### src/rtl/sx_bus_initiator.sv
// 80386SX local-bus cycle initiator: valid/ready request in, ADS#/READY# bus cycle out.
// Optional T2 timeout via BUS_TIMEOUT_EN (TIMEOUT_CYCLES, CNT_W).
module sx_bus_initiator #(
   parameter int TIMEOUT_CYCLES = 255,
   parameter int CNT_W          = 8
) (
   input  logic             clk,
   input  logic             reset_n,
   input  logic             req_valid,
   output logic             req_ready,
   input  logic [22:0]      req_addr,
   input  logic             req_wr,
   input  logic             req_mio,
   input  logic             req_dc,
   input  logic [1:0]       req_be_n,
   input  logic [15:0]      req_wdata,
   output logic             rsp_valid,
   output logic [15:0]      rsp_rdata,
   output logic             rsp_err,
   output logic [CNT_W-1:0] last_wait,
   output logic             ads_n,
   output logic             bus_wr,
   output logic             bus_mio,
   output logic             bus_dc,
   output logic [1:0]       bus_be_n,
   output logic [22:0]      bus_addr,
   output logic             addr_oe,
   output logic [15:0]      bus_dout,
   output logic             data_oe,
   input  logic [15:0]      bus_din,
   input  logic             ready_n
);

   typedef enum logic [1:0] {
      S_IDLE = 2'd0,
      S_T1   = 2'd1,
      S_T2   = 2'd2
   } state_t;

   state_t           r_state, w_state_nx;
   logic             r_req_ready, w_req_ready;
   logic             r_ads_n, w_ads_n;
   logic             r_addr_oe, w_addr_oe;
   logic             r_data_oe, w_data_oe;
   logic             r_rsp_valid, w_rsp_valid;
   logic [15:0]      r_rsp_rdata, w_rsp_rdata;
   logic [CNT_W-1:0] r_last_wait, w_last_wait;
   logic [CNT_W-1:0] r_cnt, w_cnt;
   logic             r_bus_wr, w_bus_wr;
   logic             r_bus_mio, w_bus_mio;
   logic             r_bus_dc, w_bus_dc;
   logic [1:0]       r_bus_be_n, w_bus_be_n;
   logic [22:0]      r_bus_addr, w_bus_addr;
   logic [15:0]      r_bus_dout, w_bus_dout;

   logic             w_accept;
   logic             w_done_ok;
   logic             w_tmo;
   logic             w_done;
   logic [CNT_W-1:0] w_cnt_inc;
   logic [1:0]       w_be_sel;

   assign w_accept  = (r_state == S_IDLE) & req_valid & r_req_ready;
   assign w_done_ok = (r_state == S_T2) & ~ready_n;
   assign w_cnt_inc = (r_cnt == '1) ? r_cnt : r_cnt + 1'b1;
   // An all-disabled BE pattern would be a dead cycle; promote it to a word
   assign w_be_sel  = (req_be_n == 2'b11) ? 2'b00 : req_be_n;

`ifdef BUS_TIMEOUT_EN
   logic r_rsp_err, w_rsp_err;
   assign w_tmo = (r_state == S_T2) & ready_n &
                  (w_cnt_inc == CNT_W'(TIMEOUT_CYCLES));
   assign rsp_err = r_rsp_err;
`else
   assign w_tmo   = 1'b0;
   assign rsp_err = 1'b0;
`endif

   assign w_done = w_done_ok | w_tmo;

   always_ff @(posedge clk or negedge reset_n) begin
      if (!reset_n) begin
         r_state     <= S_IDLE;
         r_req_ready <= 1'b1;
         r_ads_n     <= 1'b1;
         r_addr_oe   <= 1'b0;
         r_data_oe   <= 1'b0;
         r_rsp_valid <= 1'b0;
         r_rsp_rdata <= '0;
         r_last_wait <= '0;
         r_cnt       <= '0;
         r_bus_wr    <= 1'b0;
         r_bus_mio   <= 1'b0;
         r_bus_dc    <= 1'b0;
         r_bus_be_n  <= 2'b11;
         r_bus_addr  <= '0;
         r_bus_dout  <= '0;
`ifdef BUS_TIMEOUT_EN
         r_rsp_err   <= 1'b0;
`endif
      end else begin
         r_state     <= w_state_nx;
         r_req_ready <= w_req_ready;
         r_ads_n     <= w_ads_n;
         r_addr_oe   <= w_addr_oe;
         r_data_oe   <= w_data_oe;
         r_rsp_valid <= w_rsp_valid;
         r_rsp_rdata <= w_rsp_rdata;
         r_last_wait <= w_last_wait;
         r_cnt       <= w_cnt;
         r_bus_wr    <= w_bus_wr;
         r_bus_mio   <= w_bus_mio;
         r_bus_dc    <= w_bus_dc;
         r_bus_be_n  <= w_bus_be_n;
         r_bus_addr  <= w_bus_addr;
         r_bus_dout  <= w_bus_dout;
`ifdef BUS_TIMEOUT_EN
         r_rsp_err   <= w_rsp_err;
`endif
      end
   end

   always_comb begin
      w_state_nx = r_state;
      unique case (r_state)
         S_IDLE:  if (w_accept) w_state_nx = S_T1;
         S_T1:    w_state_nx = S_T2;
         S_T2:    if (w_done) w_state_nx = S_IDLE;
         default: w_state_nx = S_IDLE;
      endcase
   end

   always_comb begin
      w_req_ready = r_req_ready;
      w_ads_n     = r_ads_n;
      w_addr_oe   = r_addr_oe;
      w_data_oe   = r_data_oe;
      w_rsp_valid = 1'b0;
      w_rsp_rdata = r_rsp_rdata;
      w_last_wait = r_last_wait;
      w_cnt       = r_cnt;
      w_bus_wr    = r_bus_wr;
      w_bus_mio   = r_bus_mio;
      w_bus_dc    = r_bus_dc;
      w_bus_be_n  = r_bus_be_n;
      w_bus_addr  = r_bus_addr;
      w_bus_dout  = r_bus_dout;
`ifdef BUS_TIMEOUT_EN
      w_rsp_err   = r_rsp_err;
`endif
      unique case (r_state)
         S_IDLE: begin
            if (w_accept) begin
               w_req_ready = 1'b0;
               w_ads_n     = 1'b0;
               w_addr_oe   = 1'b1;
               w_cnt       = '0;
               w_bus_wr    = req_wr;
               w_bus_mio   = req_mio;
               w_bus_dc    = req_dc;
               w_bus_be_n  = w_be_sel;
               w_bus_addr  = req_addr;
               w_bus_dout  = req_wdata;
            end
         end
         S_T1: begin
            w_ads_n   = 1'b1;
            w_data_oe = r_bus_wr;
         end
         S_T2: begin
            w_cnt = w_cnt_inc;
            if (w_done) begin
               w_rsp_valid = 1'b1;
               w_req_ready = 1'b1;
               w_addr_oe   = 1'b0;
               w_data_oe   = 1'b0;
               w_last_wait = w_cnt_inc;
               // READY# on the timeout edge still counts as a normal finish
               if (w_done_ok)
                  w_rsp_rdata = r_bus_wr ? 16'h0000 : bus_din;
               else
                  w_rsp_rdata = 16'hFFFF;
`ifdef BUS_TIMEOUT_EN
               w_rsp_err = ~w_done_ok;
`endif
            end
         end
         default: ;
      endcase
   end

   assign req_ready = r_req_ready;
   assign ads_n     = r_ads_n;
   assign addr_oe   = r_addr_oe;
   assign data_oe   = r_data_oe;
   assign rsp_valid = r_rsp_valid;
   assign rsp_rdata = r_rsp_rdata;
   assign last_wait = r_last_wait;
   assign bus_wr    = r_bus_wr;
   assign bus_mio   = r_bus_mio;
   assign bus_dc    = r_bus_dc;
   assign bus_be_n  = r_bus_be_n;
   assign bus_addr  = r_bus_addr;
   assign bus_dout  = r_bus_dout;

endmodule

### config.mk
export PLATFORM = sky130hd
export DESIGN_NAME = sx_bus_initiator
export DESIGN_NICKNAME = d
export VERILOG_FILES = /design/src/rtl/sx_bus_initiator.sv
export SDC_FILE = /design/constraint.sdc
export NUM_CORES = 1
export LEC_CHECK = 0
export ABC_AREA = 0
export CORE_UTILIZATION = 48
export CTS_BUF_LIST = sky130_fd_sc_hd__clkbuf_4 sky130_fd_sc_hd__clkbuf_8
export CTS_CLUSTER_SIZE = 24
export DETAILED_ROUTE_END_ITERATION = 6
export PLACE_DENSITY = 0.92
export SLEW_MARGIN = 20
export SYNTH_ARGS = -nofsm -noshare
export SYNTH_HDL_FRONTEND = slang
export SYNTH_SLANG_ARGS = --single-unit
### constraint.sdc
create_clock -name clk -period 3.2 [get_ports clk]
set_input_delay 0.64 -clock clk [delete_from_list [all_inputs] [get_ports clk]]
set_output_delay 0.64 -clock clk [all_outputs]
set_load 0.03 [all_outputs]
==> flow_summary.ini, run 1 <==
[synth]
yosys_warnings = 0
synth.avg_cell_area_um2 = 9.29
ys_ff_latch = 83
ys_seq_area_share_pct = 60.6
syn_inst = 370
synth_area_mm2 = 0.00344
synth_cell_type_count = 37
synth.net_count = 435

[grt]
grt_util_all_layers_pct = 22.8
antenna_found_initial = 0
grt_pass1_wl_um = 13200
gr-total-overflow = 0
grt_max_degree = 84
grt_pass1_vias = 2951

[timing]
fin_skew_ps = 8.79
period_share_pct = 69.4
tightest_slew_ps = 814
finalSetupTns_ps = 0
post-route-min-period_ps = 2220
finalHoldViolCount = 0
relSlewSlack_pct = 45.7
setup_violations = 0
rsz0062_at_grt = no
report.final.slew_viol_count = 0
fmax_ghz = 0.451

[final_layout]
layout.nets = 561
regArea_mm2 = 0.00208
fill_cells = 519
final_common_cell = nand2_1
multi_input_area_mm2 = 0.00120
num_antenna_cells = 0
final_cell_mix = 171 x nand2_1, 135 x clkdlybuf4s50_1, 79 x dfrtp_1
final_layout_size_suffix_gt1_share_pct = 5.80
area_delta_synth_final_pct = 44.5

[place]
io_buffers = 136
place.gp.congestion = 0.839
dp_hpwl_um = 5680

[critical_path]
path_cells = clkdlybuf4s50_1
crit_buf_inv = 1
cp.arrival_ps = 1580
crit_path_start_kind = register
critPathMaxFanout = 3
cp_slowest_stage_delay_ps = 680
end_kind = output pin
cp_data_required_time_ps = 2560
crit_slowest_cell = clkdlybuf4s50_1
worst-setup-path-type = reg2out
cp_top_family = buffers and inverters

[drt]
drtPass1Iterations = 4
wl_per_cell_um = 13.7
postRouteAntennaNets = 0
route.detailed.drc = 0
drtIter0Drc = 276
routed_via_density = 4.93
vias = 2938
wl_um = 8150

[floorplanning]
core_mm2 = 0.00687
die_area_mm2 = 0.00751
fp-row-count = 30
dieHeight_um = 86.6
io_pins = 138
die_w_um = 86.6
initial_utilization_pct = 50.1

[clocking]
cts_setup_buffers = 0
numCtsBuffers = 9
cts_tree = done
cts.sinks = 83
clk_pin_slew_worst_paths_ps = 90
cts.path.max_buffers = 2
cts-root-buf = clkbuf_8
hold_buffers = 0
clock_latency_ps = 350
cts_resized = 0
cts_max_level = 3

[pwr]
power_leakage_nw = 2.34
ir_drop_mv = 0.233
power_density_mw_per_mm2 = 363
finalPower_mw = 1.80

[min_path]
hp-class = in2async

[run]
drv_cap = 0

[outcome]
outcome = finished clean
## Yosys cell counts, drive strengths merged
| library cell | n | share of area [%] |
|---|---|---|
| a31oi | 3 | 0.55 |
| a211oi | 4 | 1.2 |
| a21oi | 6 | 0.87 |
| a21boi | 1 | 0.22 |
| nor3 | 2 | 0.29 |
| ha | 1 | 0.36 |
| o21ai | 31 | 4.6 |
| nor2b | 2 | 0.36 |
| inv | 4 | 0.44 |
| conb | 1 | 0.11 |
| nand3 | 4 | 0.58 |
| mux2i | 4 | 1.2 |
| a311oi | 1 | 0.25 |
| dfstp | 4 | 3.1 |
| and3 | 2 | 0.36 |
| clkinv | 1 | 0.11 |
| nand2 | 172 | 19 |
| nor2 | 6 | 0.65 |
| nand4 | 3 | 0.55 |
| xnor2 | 2 | 0.51 |
| buf | 16 | 3.3 |
| a21o | 4 | 0.87 |
| a221oi | 1 | 0.25 |
| a32o | 1 | 0.29 |
| clkbuf | 7 | 0.76 |
| nand4bb | 1 | 0.33 |
| nand2b | 6 | 1.2 |
| and4 | 1 | 0.33 |
| dfrtp | 79 | 57 |
## through the flow
stage	instance area [µm²]	cells	hold slack, ps	setup WS (ps)	util (%)
after floorplan	3440	370	344	1700	-
after global placement	4800	581	457	964	69.8
after detailed placement	4800	581	463	908	69.8
after CTS	4960	596	483	973	72.3
after global routing	4970	596	391	950	72.3
final	4970	596	324	981	72.3
## state kept, by name, indices dropped and copies added, names as in the netlist, 2 cells and up
name and flops:
bus_be_n 2, bus_dout 16, r_cnt 8, r_state 2, rsp_rdata 16, last_wait 8, bus_addr 23
## power by group
group	switching, mW	internal, mW
combinational	0.0331	0.0684
clock	0.374	0.279
sequential	0	1.05
total	0.407	1.39
## logic make-up (layout without fill, tap and decap cells)
family	count (synthesis)	in the layout	synth area share [%]
flip-flops	83	83	60.6
AND/OR/NAND/NOR	199	199	23.5
buffers and inverters	28	158	4.66
other	1	1	0.109
AO/OA/AOI/OAI	52	52	9.17
multiplexers	4	4	1.16
XOR/XNOR	2	2	0.510
adder cells (fa/ha/maj)	1	1	0.364
## layer usage
metal | track usage [%] | vias to the layer above | part of all wire [%]
li1 | - | 1431 | -
met1 | 26.8 | 1393 | 41
met2 | 39.9 | 103 | 49
met3 | 6.67 | 11 | 7.7
met4 | 8.18 | 0 | 1.6
met5 | 0 | - | 0
## cell type report
| type | count | share of cell area (%) |
|---|---|---|
| clock buffers | 9 | 2.49 |
| flip-flops and latches | 83 | 41.9 |
| clock inverters | 6 | 0.882 |
| multi-input cells | 259 | 24.2 |
| well taps | 96 | 2.42 |
| inverters | 5 | 0.378 |
| repair buffers | 138 | 27.7 |
## final timing paths
kind,start,end,slack [ps],cells past startpoint
max,req_ready,req_ready,980,1
min,reset_n,rsp_rdata[1],320,1
max reg2reg,r_cnt[0],last_wait[0],1460,5
min reg2reg,bus_addr[2],bus_addr[2],480,2
max in group asynchronous,reset_n,bus_addr[15],2360,1
min in group clk,bus_addr[2],bus_addr[2],480,2
Note: power is estimated with default switching activity, not from simulation.
==> inputs of run 2 (changes only) <==
Settings changed: CORE_UTILIZATION 48 to 45, PLACE_DENSITY 0.92 to 0.87.
Clock period 3.2 ns to 2.18 ns, I/O delays scaled along.
==> run 2 against run 1 <==
  * Sequential cell count unchanged
  * Wire length decreased by 3.4%
  * Combinational power increased by 49%
  * Utilization shrank 3.2 points
  * Via count shrank 1.7%
  * Total power increased by 59%
  * Final cell count grew 1.2%
  * Design area up 2.1%
  * Largest cell class unchanged
  * Largest power group unchanged
  * Highest routed layer unchanged
==> flow_summary.ini, run 2 (synthesis results as in run 1) <==
[timing]
finalSetupTns_ps = 0
post-route-min-period_ps = 1990
fmax_ghz = 0.502
period_share_pct = 91.3
report.final.slew_viol_count = 0
setup_violations = 0
finalHoldViolCount = 0
hold_ws_ps = 34.4
rsz0062_at_grt = no
fin_skew_ps = 11.2

[clocking]
cts.sinks = 83
hold_buffers = 0
cts.path.max_buffers = 2
cts_resized = 0
cts_max_level = 3
clk_pin_slew_worst_paths_ps = 80
clock_latency_ps = 330
cts_setup_buffers = 0
numCtsBuffers = 9
cts-root-buf = clkbuf_8
cts_tree = done

[critical_path]
crit_buf_inv = 1
end_kind = output pin
critPathMaxFanout = 3
crit_path_start_kind = register
path_cells = clkdlybuf4s50_1
cp_slowest_stage_delay_ps = 670
cp.arrival_ps = 1550
ff2ff_setup_slack_ps = 440
cp_data_required_time_ps = 1740
crit_slowest_cell = clkdlybuf4s50_1
cp_top_family = buffers and inverters
worst-setup-path-type = reg2out

[final_layout]
area_delta_synth_final_pct = 47.5
final_cell_mix = 171 x nand2_1, 135 x clkdlybuf4s50_1, 79 x dfrtp_1
final_layout_size_suffix_gt1_share_pct = 6.55
largest_reg_flops = 23
final_common_cell = nand2_1
num_antenna_cells = 0
layout.nets = 565

[drt]
drtIter0Drc = 137
routed_via_density = 4.79
postRouteAntennaNets = 0
vias = 2887
drtPass1Iterations = 5
wl_per_cell_um = 13.1
route.detailed.drc = 0
wl_um = 7870

[grt]
grt_pass1_vias = 2682
grt_max_degree = 50
gr-total-overflow = 0
grt_util_all_layers_pct = 20.5
grt_pass1_wl_um = 12400
antenna_found_initial = 0

[pwr]
p_sw_mw = 0.555
power_density_mw_per_mm2 = 565
sw_frac_of_total_pct = 19.4
power_leakage_nw = 2.39
clkPwrFrac_pct = 41.0
p_seq_share_pct = 53.7
pwr-share-comb_pct = 5.3
intPower_mw = 2.31
ir_drop_mv = 0.373

[floorplanning]
initial_utilization_pct = 46.9
io_pins = 138
dieHeight_um = 89.4
fp-row-count = 31
die_area_mm2 = 0.00799
die_w_um = 89.4
core_mm2 = 0.00733

[min_path]
hp-class = in2async

[place]
dp_hpwl_um = 5640
place.gp.congestion = 0.851
io_buffers = 136

[outcome]
outcome = finished clean

[run]
drv_cap = 0
run 2: cell types whose count changed in the layout (fill, tap and decap cells not counted):
cell,previous run,this run
clkbuf_8,9,10
buf_6,1,0
bufinv_16,0,2
buf_12,0,2
buf_4,2,5
clkinv_4,3,0
run 2: final cells by class:
class                      instances  area, µm²
clock inverter                     5       77.6
timing repair buffer             142       1430
multi-input combinational        259       1200
sequential                        83       2080
inverter                           5       18.8
tap                               99        124
fill                             552       2260
clock buffer                      10        138
run 2: worst paths after layout:
check | depth (start not counted) | startpoint | endpoint
setup / recovery | 1 | req_ready | req_ready
hold / removal | 1 | reset_n | last_wait[1]
setup reg to reg | 4 | r_cnt[0] | r_cnt[1]
hold reg to reg | 2 | bus_addr[8] | bus_addr[8]
max in group asynchronous | 2 | reset_n | ads_n
min in group clk | 2 | bus_addr[8] | bus_addr[8]
run 2: power groups by stage:
| stage | sequential (mW) | clock (mW) | combinational (mW) |
|---|---|---|---|
| after CTS | 1.54 | 1.20 | 0.155 |
| final | 1.54 | 1.17 | 0.152 |
| after floorplan | 1.57 | 0 | 0.00645 |
| after global placement | 1.57 | 0 | 0.153 |
| after detailed placement | 1.57 | 0 | 0.154 |
| after global routing | 1.54 | 1.26 | 0.166 |
run 2: metal layers:
metal / vias to the layer above / track usage [%] / part of all wire (%)
li1: 1446 / - / -
met1: 1332 / 26.4 / 43
met2: 105 / 34.2 / 50
met3: 4 / 4.25 / 6.4
met4: 0 / 7.94 / 0.70
met5: - / 0 / 0
run 2: stage by stage:
stage | setup WS, ps | instances | util, % | instance area, µm² | power (mW)
4_1_cts | 174 | 603 | 69.2 | 5070 | 2.89
3_5_place_dp | 368 | 588 | 66.2 | 4850 | 1.72
2_1_floorplan | 684 | 370 | - | 3440 | 1.58
3_3_place_gp | 422 | 588 | 66.2 | 4850 | 1.72
5_1_grt | 138 | 603 | 69.2 | 5070 | 2.97
6_report | 190 | 603 | 69.2 | 5070 | 2.86
